[src/rtl/dram_sequencer_pkg.sv]
// Shared types and default timing for the multiplexed-address DRAM sequencer.
// States, requester IDs and the fixed-priority arbitration helper live here.
package dram_sequencer_pkg;

  typedef enum logic [2:0] {
    ST_IDLE,
    ST_ROW,
    ST_RASL,
    ST_COL,
    ST_CASL,
    ST_PRE
  } state_t;

  typedef enum logic [1:0] {
    REQ_NONE,
    REQ_REF,
    REQ_VID,
    REQ_CPU
  } req_id_t;

  localparam int DEF_REFRESH_INTERVAL = 64;
  localparam int DEF_CAS_CYCLES       = 2;
  localparam int DEF_PRE_CYCLES       = 1;

  // Refresh beats video, video beats CPU.
  function automatic req_id_t arbitrate(input logic ref_pend, input logic vid, input logic cpu);
    if (ref_pend)  return REQ_REF;
    else if (vid)  return REQ_VID;
    else if (cpu)  return REQ_CPU;
    else           return REQ_NONE;
  endfunction

endpackage

[src/rtl/dram_refresh_timer.sv]
// Refresh interval counter, pending/overrun flags and RAS-only row counter.
// Only built when DRAM_SEQUENCER_REFRESH_EN is defined.
`ifdef DRAM_SEQUENCER_REFRESH_EN
module dram_refresh_timer
  import dram_sequencer_pkg::*;
#(
  parameter int REFRESH_INTERVAL = DEF_REFRESH_INTERVAL
) (
  input  logic       clk,
  input  logic       reset_n,
  input  logic       grant,
  input  logic       row_inc,
  output logic       pending,
  output logic       overrun,
  output logic [7:0] row
);

  localparam int TW = $clog2(REFRESH_INTERVAL);

  logic [TW-1:0] tcnt;
  logic          wrap;

  assign wrap = (tcnt == TW'(REFRESH_INTERVAL - 1));

  always_ff @(posedge clk or negedge reset_n) begin
    if (!reset_n) begin
      tcnt    <= '0;
      pending <= 1'b0;
      overrun <= 1'b0;
      row     <= '0;
    end else begin
      tcnt <= wrap ? '0 : tcnt + 1'b1;
      // A wrap with an unserved request drops that refresh and leaves a sticky mark.
      if (wrap) begin
        pending <= 1'b1;
        if (pending && !grant)
          overrun <= 1'b1;
      end else if (grant) begin
        pending <= 1'b0;
      end
      if (row_inc)
        row <= row + 8'd1;
    end
  end

endmodule
`endif

[src/rtl/dram_sequencer.sv]
// RAS/CAS sequencer arbitrating refresh, video and CPU onto a 64K x 8 DRAM.
// Access is 3 + CAS_CYCLES + PRE_CYCLES cycles; requests wait (held) until ack. Refresh under DRAM_SEQUENCER_REFRESH_EN.
module dram_sequencer
  import dram_sequencer_pkg::*;
#(
  parameter int REFRESH_INTERVAL = DEF_REFRESH_INTERVAL,
  parameter int CAS_CYCLES       = DEF_CAS_CYCLES,
  parameter int PRE_CYCLES       = DEF_PRE_CYCLES
) (
  input  logic        clk,
  input  logic        reset_n,
  input  logic        cpu_req,
  input  logic [15:0] cpu_addr,
  input  logic        cpu_rw,
  input  logic [7:0]  cpu_wdata,
  output logic        cpu_ack,
  input  logic        vid_req,
  input  logic [15:0] vid_addr,
  output logic        vid_ack,
  output logic [7:0]  rdata,
  output logic [7:0]  ram_addr,
  output logic        ram_ras_n,
  output logic        ram_cas_n,
  output logic        ram_rw,
  output logic [7:0]  ram_wdata,
  input  logic [7:0]  ram_rdata
);

  state_t      state, state_nxt;
  req_id_t     owner, owner_nxt, winner;
  logic [7:0]  cnt, cnt_nxt;
  logic [15:0] addr_q;
  logic        rw_q;
  logic [7:0]  wdata_q;
  logic        arb, grant, cas_last, pre_last, is_ref, rd_capture;
  logic        ref_pend;
  logic [7:0]  ref_row;

`ifdef DRAM_SEQUENCER_REFRESH_EN
  logic ref_grant, ref_inc, ref_overrun;

  assign ref_grant = grant && (winner == REQ_REF);
  assign ref_inc   = (state == ST_CASL) && cas_last && is_ref;

  dram_refresh_timer #(
    .REFRESH_INTERVAL(REFRESH_INTERVAL)
  ) u_timer (
    .clk     (clk),
    .reset_n (reset_n),
    .grant   (ref_grant),
    .row_inc (ref_inc),
    .pending (ref_pend),
    .overrun (ref_overrun),
    .row     (ref_row)
  );
`else
  assign ref_pend = 1'b0;
  assign ref_row  = 8'h00;
`endif

  assign winner     = arbitrate(ref_pend, vid_req, cpu_req);
  assign cas_last   = (cnt == 8'(CAS_CYCLES - 1));
  assign pre_last   = (cnt == 8'(PRE_CYCLES - 1));
  assign is_ref     = (owner == REQ_REF);
  assign grant      = arb && (winner != REQ_NONE);
  assign rd_capture = (state == ST_CASL) && cas_last && !is_ref && rw_q;

  always_ff @(posedge clk or negedge reset_n) begin
    if (!reset_n) begin
      state   <= ST_IDLE;
      owner   <= REQ_NONE;
      cnt     <= '0;
      addr_q  <= '0;
      rw_q    <= 1'b1;
      wdata_q <= '0;
      rdata   <= '0;
    end else begin
      state <= state_nxt;
      owner <= owner_nxt;
      cnt   <= cnt_nxt;
      if (grant) begin
        case (winner)
          REQ_CPU: begin
            addr_q  <= cpu_addr;
            rw_q    <= cpu_rw;
            wdata_q <= cpu_wdata;
          end
          REQ_VID: begin
            addr_q  <= vid_addr;
            rw_q    <= 1'b1;
            wdata_q <= '0;
          end
          default: begin
            rw_q    <= 1'b1;
            wdata_q <= '0;
          end
        endcase
      end
      if (rd_capture)
        rdata <= ram_rdata;
    end
  end

  // Refresh walks the same states as an access so every slot has one length; CAS is masked.
  always_comb begin
    state_nxt = state;
    owner_nxt = owner;
    cnt_nxt   = cnt + 8'd1;
    arb       = 1'b0;
    case (state)
      ST_IDLE: arb = 1'b1;
      ST_ROW: begin
        state_nxt = ST_RASL;
        cnt_nxt   = '0;
      end
      ST_RASL: begin
        state_nxt = ST_COL;
        cnt_nxt   = '0;
      end
      ST_COL: begin
        state_nxt = ST_CASL;
        cnt_nxt   = '0;
      end
      ST_CASL: begin
        if (cas_last) begin
          state_nxt = ST_PRE;
          cnt_nxt   = '0;
        end
      end
      ST_PRE: begin
        if (pre_last)
          arb = 1'b1;
      end
      default: state_nxt = ST_IDLE;
    endcase
    if (arb) begin
      owner_nxt = winner;
      cnt_nxt   = '0;
      state_nxt = (winner == REQ_NONE) ? ST_IDLE : ST_ROW;
    end
  end

  always_comb begin
    ram_ras_n = 1'b1;
    ram_cas_n = 1'b1;
    ram_rw    = 1'b1;
    ram_addr  = '0;
    ram_wdata = '0;
    case (state)
      ST_ROW, ST_RASL: begin
        ram_addr  = is_ref ? ref_row : addr_q[7:0];
        ram_ras_n = (state != ST_RASL);
      end
      ST_COL, ST_CASL: begin
        ram_addr  = is_ref ? ref_row : addr_q[15:8];
        ram_ras_n = 1'b0;
        ram_cas_n = is_ref || (state != ST_CASL);
        if (!is_ref && !rw_q) begin
          ram_rw    = 1'b0;
          ram_wdata = wdata_q;
        end
      end
      ST_PRE: ram_addr = is_ref ? ref_row : addr_q[15:8];
      default: ;
    endcase
  end

  assign cpu_ack = (state == ST_PRE) && (cnt == 8'd0) && (owner == REQ_CPU);
  assign vid_ack = (state == ST_PRE) && (cnt == 8'd0) && (owner == REQ_VID);

endmodule
[config.mk]
export PLATFORM = sky130hd
export DESIGN_NAME = dram_sequencer
export DESIGN_NICKNAME = d
export VERILOG_FILES = /design/src/rtl/dram_sequencer_pkg.sv /design/src/rtl/dram_refresh_timer.sv /design/src/rtl/dram_sequencer.sv
export SDC_FILE = /design/constraint.sdc
export NUM_CORES = 1
export LEC_CHECK = 0
export ABC_AREA = 1
export CORE_ASPECT_RATIO = 1.1
export CORE_UTILIZATION = 49
export DETAILED_ROUTE_END_ITERATION = 7
export PLACE_DENSITY = 0.85
export SLEW_MARGIN = 30
export SYNTH_ARGS = -nofsm -noshare
export SYNTH_HDL_FRONTEND = slang
export SYNTH_SLANG_ARGS = --single-unit
[constraint.sdc]
create_clock -name clk -period 4.44 [get_ports clk]
set_input_delay 1.332 -clock clk [delete_from_list [all_inputs] [get_ports clk]]
set_output_delay 1.332 -clock clk [all_outputs]
set_load 0.1 [all_outputs]
==> reports/summary.txt, run 1 <==
power density cells - 811 mW/mm²
ANT cells - 0
DIE AREA - 0.00522 mm²
H-tree depth - 2
Pwr Total - 2.65 mW
Seq/Total Area, Yosys - 0.476
CTS tree - done
remaining global-route overflow - 0
critical path class - reg -> out
fin crit share - 0.763
peak fanout along the critical path - 10
Worst VDD drop - 0.000729 V
largest net degree at the start of global routing - 47
Worst-Margin Slew - 0.982 ns
Rel. slew slack - 0.343
Setup Fix Bufs, Post-CTS - 0
status - finished, final reports clean
Synth Warn # - 0
row count - 26
Layout area overhead - 34.9%
routed len/inst - 12.2 µm
worst hold slack - 0.481 ns
Min-Delay Path Class - reg -> reg
final hold vios - 0
hpwl dp - 3820 µm
first-pass GRT wire length - 8470 µm
Clk Latency, worst-skew pair - 0.30 ns
CP Capture Type - output pin
TritonCTS buffer count - 5
total negative slack - 0 ns
Final Setup Violations - 0
worst path required time - 3.11 ns
startpoint type of the worst setup path - flip-flop
post-synth net total - 339
fmax - 295 MHz
synth top area cells - dfrtp_1, nand2_1, mux2i_1, o21ai_2, nor2_1
Worst EP arrival - 2.06 ns
leakage - 1.59 nW
GPL Wtd Cong - 0.793
initial DRC count - 162
drt first pass iters - 4
share of cells above drive strength 1 - 0.151
vias in the first global route - 1959
clock slew at reported path FFs - 0.08 ns
antenna viol nets, final - 0
vias per cell - 4.94
Synth top area share - 0.465
IO Port Bufs - 81
Total GRT Usage - 0.205
CTS hold repair buffers - 0
Total Nets Final - 420
Initial Utilization - 0.517
vias - 2076
Syn Area/Cell - 8.55 µm²
synth unique cells - 26
max cap viols - 0
RSZ-0062 raised after global routing - false
final WL - 5110 µm
PostCTS Resize Cnt - 0
Post-Route Utilization - 0.697
min Tclk post-route - 3.39 ns
root buffer cell - clkbuf_8
Die Ht - 75.7 µm
Mapped Cells - 283
synthesized flop and latch total - 46
clock tree buffer depth - 2
biggest area consumer among synthesized cells - dfrtp_1
DRC Markers - 0
die width - 69.0 µm
clock sinks - 46
Post-Syn Area - 0.00242 mm²
core area - 0.00468 mm²
Worst Clk Skew - 0.00736 ns
total I/O pin count - 82
antenna violations before repair - 0
max-slew violations - 0
-- path summary, 6_finish.rpt --
check,from,to,slack [ns],cells after the start
setup / recovery,state[0],ram_addr[2],1.05,8
hold reg to reg,wdata_q[5],wdata_q[5],0.48,2
max in group asynchronous,reset_n,rw_q,3.03,1
min in group asynchronous,reset_n,cnt[4],1.01,1
setup reg to reg,cnt[0],addr_q[15],2.49,7
hold / removal,wdata_q[5],wdata_q[5],0.48,2
-- where the power goes --
group | internal, mW | switching [mW] | leakage, nW
registers | 0.596 | 0.112 | 0.576
logic | 0.406 | 1.29 | 0.972
clock network | 0.108 | 0.134 | 0.0373
-- area by class of cell --
type                    count  area [µm²]
fillers                   393        1420
well taps                  56        70.1
flip-flops and latches     46        1150
clock inverters             1        7.51
multi-input cells         205        1110
inverters                  24        90.1
repair buffers             82         763
clock buffers               6        72.6
-- metrics by stage --
stage	instances	cell area (µm²)	setup WS (ns)
finish	420	3260	1.05
floorplan	283	2420	0.491
detailed placement	413	3180	1.41
global route	420	3260	0.866
CTS	420	3260	1.07
global placement	413	3180	1.49
-- worst max-delay path, stage by stage, from the launching register on --
cell     delay [ns]
dfrtp_1        0.46
nor2_2         0.15
nand2_1        0.11
nand2_1        0.11
inv_2          0.09
nand2_1        0.27
nand2_1        0.09
a21oi_1        0.16
buf_4          0.31
-- layout by cell type (no fill, tap or decap), drive strengths merged, types with 10 or more instances in the layout --
master | synthesis | layout
nor2 | 33 | 33
dfrtp | 45 | 45
buf | 8 | 23
nand2 | 88 | 88
nand3 | 15 | 15
inv | 23 | 23
clkdlybuf4s50 | 0 | 59
a21oi | 10 | 10
o21ai | 28 | 28
mux2i | 16 | 16
-- per-layer routing --
metal	up-vias	wire, µm	track usage
met5	-	0	0
met4	0	85	0.0544
met3	9	250	0.0476
met2	65	2590	0.379
met1	939	2180	0.245
li1	1063	-	-
-- cells in the mapped netlist, drive strengths merged --
library cell / instances
nand3: 15
dfstp: 1
xnor2: 1
mux2i: 16
dfrtp: 45
nor3b: 1
clkinv: 1
buf: 8
o21ai: 28
nor2: 33
ha: 3
nand2: 88
a21oi: 10
xor2: 5
inv: 23
o21bai: 1
nor3: 1
or2: 1
nand4: 2
-- cell families after synthesis --
group | Yosys count | share of synthesized area
XOR/XNOR | 6 | 0.0217
flip-flops | 46 | 0.476
adder cells (fa/ha/maj) | 3 | 0.0155
AND/OR/NAND/NOR | 141 | 0.243
buffers and inverters | 32 | 0.0662
AO/OA/AOI/OAI | 39 | 0.111
multiplexers | 16 | 0.0662
-- registers in the layout, summed over array words and instances (netlist names) --
name / count
owner: 2
rdata: 8
cnt: 8
addr_q: 16
wdata_q: 8
rw_q: 1
state: 3
Power figures use the tool's default switching activity.
==> inputs of run 2 (changes only) <==
CORE_UTILIZATION = 46   (was 49)
PLACE_DENSITY = 0.81   (was 0.85)
clock period = 3.5 ns   (was 4.44 ns; I/O delays follow)
==> run 2 against run 1 <==
Effect of this change:
- clock skew is 0.0019 ns lower
- largest power group unchanged
- final area increased by 4.4%
- worst hold slack gained 0.00050 ns
- total power increased by 37%
- sequential cell count did not move
- register-to-register slack got worse by 1.0 ns
- sequential power is 27% higher
- routed wire length increased by 2.4%
- combinational power increased by 42%
- sequential share of layout area fell by 1.5 points
==> reports/summary.txt, run 2 (synthesis gave the netlist of run 1 again) <==
status - finished, final reports clean
total negative slack - 0 ns (unchanged)
drt first pass iters - 6 (+2)
total I/O pin count - 82 (unchanged)
Largest Register - addr_q
r2r worst-path depth - 7 (unchanged)
vias in the first global route - 2172 (+11%)
routed len/inst - 12.3 µm (+1.4%)
clock sinks - 46 (unchanged)
min Tclk post-route - 3.04 ns
row count - 27 (+3.8%)
DP Area - 0.00332 mm² (+4.2%)
Psw - 2.02 mW (+31%)
final WL - 5230 µm (+2.4%)
clock slew at reported path FFs - 0.08 ns (about the same)
most frequent cells in the layout - nand2_1, clkdlybuf4s50_1, dfrtp_1, nor2_1, buf_4
Layout fillers - 426 (+8.4%)
Seq pwr share - 0.247 (-0.020)
Setup Fix Bufs, Post-CTS - 0 (unchanged)
core area - 0.00503 mm² (+7.5%)
RSZ-0062 raised after global routing - false
Worst-Margin Slew - 0.578 ns (-0.404 ns)
DIE AREA - 0.00556 mm² (+6.3%)
Layout area overhead - 40.7%
initial DRC count - 200 (+23%)
Clk Latency, worst-skew pair - 0.29 ns (about the same)
TritonCTS buffer count - 5 (unchanged)
CTS tree - done
H-tree depth - 2 (unchanged)
startpoint type of the worst setup path - flip-flop
critical path class - reg -> out
PostCTS Resize Cnt - 0 (unchanged)
Final Instance Area - 0.00341 mm² (+4.4%)
GPL Wtd Cong - 0.807 (+1.8%)
switching portion of total power - 0.554 (-0.0272)
largest net degree at the start of global routing - 47 (unchanged)
hpwl dp - 3870 µm (+1.3%)
Die Ht - 78.1 µm (+3.1%)
vias - 2109 (+1.6%)
max-slew violations - 0 (unchanged)
die width - 71.2 µm (+3.1%)
fmax - 329 MHz
IO Port Bufs - 81 (unchanged)
Final Setup Violations - 0 (unchanged)
remaining global-route overflow - 0 (unchanged)
antenna violations before repair - 0 (unchanged)
Worst VDD drop - 0.000624 V (-14%)
peak fanout along the critical path - 10 (unchanged)
max FFs per register - 16 (unchanged)
leakage - 1.64 nW (+3.4%)
Worst Clk Skew - 0.00546 ns (-0.00190 ns)
share of cells above drive strength 1 - 0.197 (+0.0456)
antenna viol nets, final - 0 (unchanged)
Rel. slew slack - 0.613 (+0.270)
Total Nets Final - 421 (+0.24%)
fin crit share - 0.870
root buffer cell - clkbuf_8
ANT cells - 0 (unchanged)
Clock Power Share - 0.090 (about the same)
CP Capture Type - output pin
final hold vios - 0 (unchanged)
DRC Markers - 0 (unchanged)
Total GRT Usage - 0.213 (+0.00794)
Post-Route Utilization - 0.677 (-0.0200)
worst path required time - 2.45 ns (-0.66 ns)
Min-Delay Path Class - reg -> reg
vias per cell - 4.97 (+0.63%)
CTS hold repair buffers - 0 (unchanged)
Logic pwr share - 0.663 (+0.022)
max cap viols - 0 (unchanged)
leading cell type in the layout, fill and taps excluded - nand2_1
P_int - 1.62 mW (+46%)
power density cells - 1070 mW/mm² (+32%)
Hold Crit Depth - 2 (unchanged)
clock tree buffer depth - 2 (unchanged)
Worst EP arrival - 1.99 ns (-0.07 ns)
first-pass GRT wire length - 9380 µm (+11%)
Initial Utilization - 0.481 (-0.0358)
-- run 2: changes by cell type in the layout (fill, tap and decap cells not counted), sizes merged --
cell / before / now
buf: 23 / 32
clkbuf: 6 / 8
clkinvlp: 1 / 0
clkdlybuf4s50: 59 / 51
-- run 2: layout make-up --
type | count | area, µm² | area share
Clock buffer | 8 | 90.1 | 0.0265
Multi-Input combinational cell | 205 | 1140 | 0.334
Tap cell | 58 | 72.6 | 0.0213
Inverter | 24 | 90.1 | 0.0265
Sequential cell | 46 | 1150 | 0.338
Timing Repair Buffer | 83 | 863 | 0.253
-- run 2: critical path: stages (launching register included) --
cell     delay (ns)
dfrtp_1        0.38
inv_1          0.10
nor2_2         0.04
buf_4          0.18
nor2_1         0.43
nand2_1        0.10
nor2_1         0.14
buf_4          0.31
-- run 2: final timing paths --
check	startpoint	end	slack (ns)
min reg2reg	wdata_q[2]	wdata_q[2]	0.48
max	owner[0]	ram_wdata[7]	0.46
min	wdata_q[2]	wdata_q[2]	0.48
min in group asynchronous	reset_n	cnt[4]	0.74
max in group asynchronous	reset_n	rdata[4]	2.36
max reg2reg	cnt[0]	addr_q[13]	1.49
-- run 2: metal layers --
metal | track usage | up-vias | wire (µm)
li1 | - | 1064 | -
met1 | 0.244 | 975 | 2110
met2 | 0.369 | 60 | 2730
met3 | 0.0693 | 10 | 313
met4 | 0.0780 | 0 | 77
met5 | 0 | - | 0
-- run 2: metrics by stage --
step / total power [mW] / setup slack, ns / cells / hold slack, ns
2_1_floorplan: 2.68 / 0.228 / 283 / 0.442
6_report: 3.64 / 0.456 / 424 / 0.482
5_1_grt: 3.87 / 0.233 / 424 / 0.505
3_5_place_dp: 3.33 / 0.785 / 416 / 0.459
4_1_cts: 3.67 / 0.437 / 424 / 0.479
3_3_place_gp: 3.29 / 0.858 / 416 / 0.456
-- run 2: power by group through the flow --
stage / sequential, mW / clock, mW / combinational [mW]
6_report: 0.900 / 0.326 / 2.41
4_1_cts: 0.898 / 0.340 / 2.43
3_3_place_gp: 0.902 / 0 / 2.39
5_1_grt: 0.929 / 0.360 / 2.58
2_1_floorplan: 1.21 / 0 / 1.46
3_5_place_dp: 0.907 / 0 / 2.43
==> inputs of run 3 (changes only) <==
--- a/config.mk
+++ b/config.mk
@@ -11,4 +11,5 @@
 export DETAILED_ROUTE_END_ITERATION = 7
 export PLACE_DENSITY = 0.81
+export SKIP_LAST_GASP = 1
 export SLEW_MARGIN = 30
 export SYNTH_ARGS = -nofsm -noshare
==> constraint.sdc (replaced) <==
create_clock -name clk -period 3.5 [get_ports clk]
set_input_delay 1.05 -clock clk [delete_from_list [all_inputs] [get_ports clk]]
set_output_delay 1.05 -clock clk [all_outputs]
set_load 0.01 [all_outputs]
==> run 3 against run 2 <==
Effect of this change:
- the flow now finishes with violations (design-rule violations)
- cell count decreased by 0.47%
- critical path depth increased by 1
- setup slack got worse by 0.21 ns
- via count decreased by 0.28%
- core utilization decreased by 1.5 points
- register-to-register slack improved by 0.02 ns
- worst hold slack improved by 0.00087 ns
- die area unchanged
==> reports/summary.txt, run 3 (synthesis gave the netlist of run 1 again) <==
status - finished with violations
failing checks - design-rule violations
Layout fillers - 426 (unchanged)
Setup Fix Bufs, Post-CTS - 0 (unchanged)
Layout area overhead - 37.6%
leakage - 1.56 nW (-4.7%)
min Tclk post-route - 3.26 ns (+0.212 ns)
Pwr Total - 2.46 mW (-33%)
Initial Utilization - 0.481 (unchanged)
antenna viol nets, final - 0 (unchanged)
GPL Wtd Cong - 0.805 (-0.28%)
antenna violations before repair - 0 (unchanged)
Psw - 0.991 mW (-51%)
max FFs per register - 16 (unchanged)
initial DRC count - 147 (-27%)
Worst Clk Skew - 0.00415 ns (-0.00132 ns)
most frequent cells in the layout - nand2_1, clkdlybuf4s50_1, dfrtp_1, nor2_1, inv_1
Largest Register - addr_q
share of cells above drive strength 1 - 0.0989 (-0.0978)
startpoint type of the worst setup path - flip-flop
Die Ht - 78.1 µm (unchanged)
Min-Delay Path Class - reg -> reg
drt first pass iters - 8 (+2)
final WL - 5170 µm (-1.1%)
final worst slack - 0.244 ns (-0.212 ns)
ANT cells - 0 (unchanged)
Seq pwr share - 0.366 (+0.119)
clock slew at reported path FFs - 0.07 ns (about the same)
PostCTS Resize Cnt - 0 (unchanged)
largest net degree at the start of global routing - 47 (unchanged)
CTS tree - done
dpl ws - 0.495 ns (-0.290 ns)
vias in the first global route - 2041 (-6.0%)
max-slew violations - 0 (unchanged)
CTS hold repair buffers - 0 (unchanged)
TritonCTS buffer count - 5 (unchanged)
Logic pwr share - 0.508 (-0.155)
flip-flop and latch area - 0.00115 mm² (unchanged)
Clock Power Share - 0.126 (+0.036)
P_int - 1.47 mW (-9.8%)
DRC Markers - 2 (+2)
Final Non-Filler Cells - 422 (-0.47%)
first-pass GRT wire length - 8980 µm (-4.3%)
row count - 27 (unchanged)
Post-Route Utilization - 0.662 (-0.0149)
multi-input combinational cell area - 0.00111 mm² (-2.4%)
H-tree depth - 2 (unchanged)
routed len/inst - 12.3 µm (-0.62%)
worst path required time - 2.45 ns (about the same)
Rel. slew slack - 0.579 (-0.0348)
clock tree buffer depth - 2 (unchanged)
critical path class - reg -> out
switching portion of total power - 0.403 (-0.150)
fmax - 307 MHz (-6.5%)
leading cell type in the layout, fill and taps excluded - nand2_1
RSZ-0062 raised after global routing - false
IO Port Bufs - 81 (unchanged)
total I/O pin count - 82 (unchanged)
Worst-Margin Slew - 0.630 ns (+0.0521 ns)
power density cells - 737 mW/mm² (-31%)
final hold vios - 0 (unchanged)
peak fanout along the critical path - 10 (unchanged)
max cap viols - 0 (unchanged)
DIE AREA - 0.00556 mm² (unchanged)
root buffer cell - clkbuf_8
hpwl dp - 3920 µm (+1.4%)
Clk Latency, worst-skew pair - 0.29 ns (about the same)
vias - 2103 (-0.28%)
remaining global-route overflow - 0 (unchanged)
die width - 71.2 µm (unchanged)
core area - 0.00503 mm² (unchanged)
placed insts - 416 (unchanged)
CP Capture Type - output pin
Total GRT Usage - 0.205 (-0.00807)
Worst VDD drop - 0.000369 V (-41%)
Worst EP arrival - 2.21 ns (+0.22 ns)
fin crit share - 0.930 (+0.0606)
clock sinks - 46 (unchanged)
total negative slack - 0 ns (unchanged)
vias per cell - 4.98 (+0.19%)
Total Nets Final - 421 (unchanged)
Final Setup Violations - 0 (unchanged)
==> run 3: changes by cell type in the layout (fill, tap and decap cells not counted) <==
cell	delta
o21ai_1	-1
o21ai_0	+1
clkbuf_1	-2
a21oi_2	-8
buf_12	-9
nand2_1	-1
buf_4	-20
clkdlybuf4s50_1	+29
nand2_2	+1
a21oi_1	+8
==> run 3: cell type report <==
cell class,instances,share of cell area
sequential,46,0.346
timing repair buffer,83,0.247
inverter,24,0.0270
clock buffer,6,0.0248
multi-input combinational,205,0.333
tap,58,0.0218
==> run 3: path summary, 6_finish.rpt <==
path	start	to	slack (ns)	depth (start not counted)
setup reg to reg	cnt[0]	addr_q[3]	1.51	7
max in group asynchronous	reset_n	rw_q	2.37	1
hold / removal	wdata_q[5]	wdata_q[5]	0.48	2
hold reg to reg	wdata_q[5]	wdata_q[5]	0.48	2
setup / recovery	state[0]	ram_addr[6]	0.24	8
min in group asynchronous	reset_n	cnt[5]	0.74	1
==> run 3: routing by layer <==
metal	wire, µm	vias to the layer above	track usage
li1	-	1067	-
met1	2180	980	0.241
met2	2700	53	0.368
met3	267	3	0.0565
met4	27	0	0.0480
met5	0	-	0
==> run 3: critical path, stage by stage, from the launching register on <==
cell and delay [ns]:
dfrtp_1 0.46, nor2_2 0.16, nand2_1 0.10, nand2_1 0.12, inv_2 0.11, nand2_2 0.17, nand2_1 0.07, a21oi_1 0.16
clkdlybuf4s50_1 0.56
==> run 3: power groups by stage <==
| stage | combinational, mW | clock, mW | sequential [mW] |
|---|---|---|---|
| 6_report | 1.25 | 0.310 | 0.899 |
| 5_1_grt | 1.39 | 0.345 | 0.930 |
| 4_1_cts | 1.25 | 0.322 | 0.897 |
| 3_5_place_dp | 1.25 | 0 | 0.906 |
| 3_3_place_gp | 1.22 | 0 | 0.897 |
| 2_1_floorplan | 0.794 | 0 | 0.899 |
==> run 3: stage by stage <==
stage                     hold slack (ns)  area (µm²)
final                               0.483        3330
after global routing                0.502        3330
after CTS                           0.487        3330
after detailed placement            0.468        3250
after global placement              0.456        3240
after floorplan                     0.442        2420
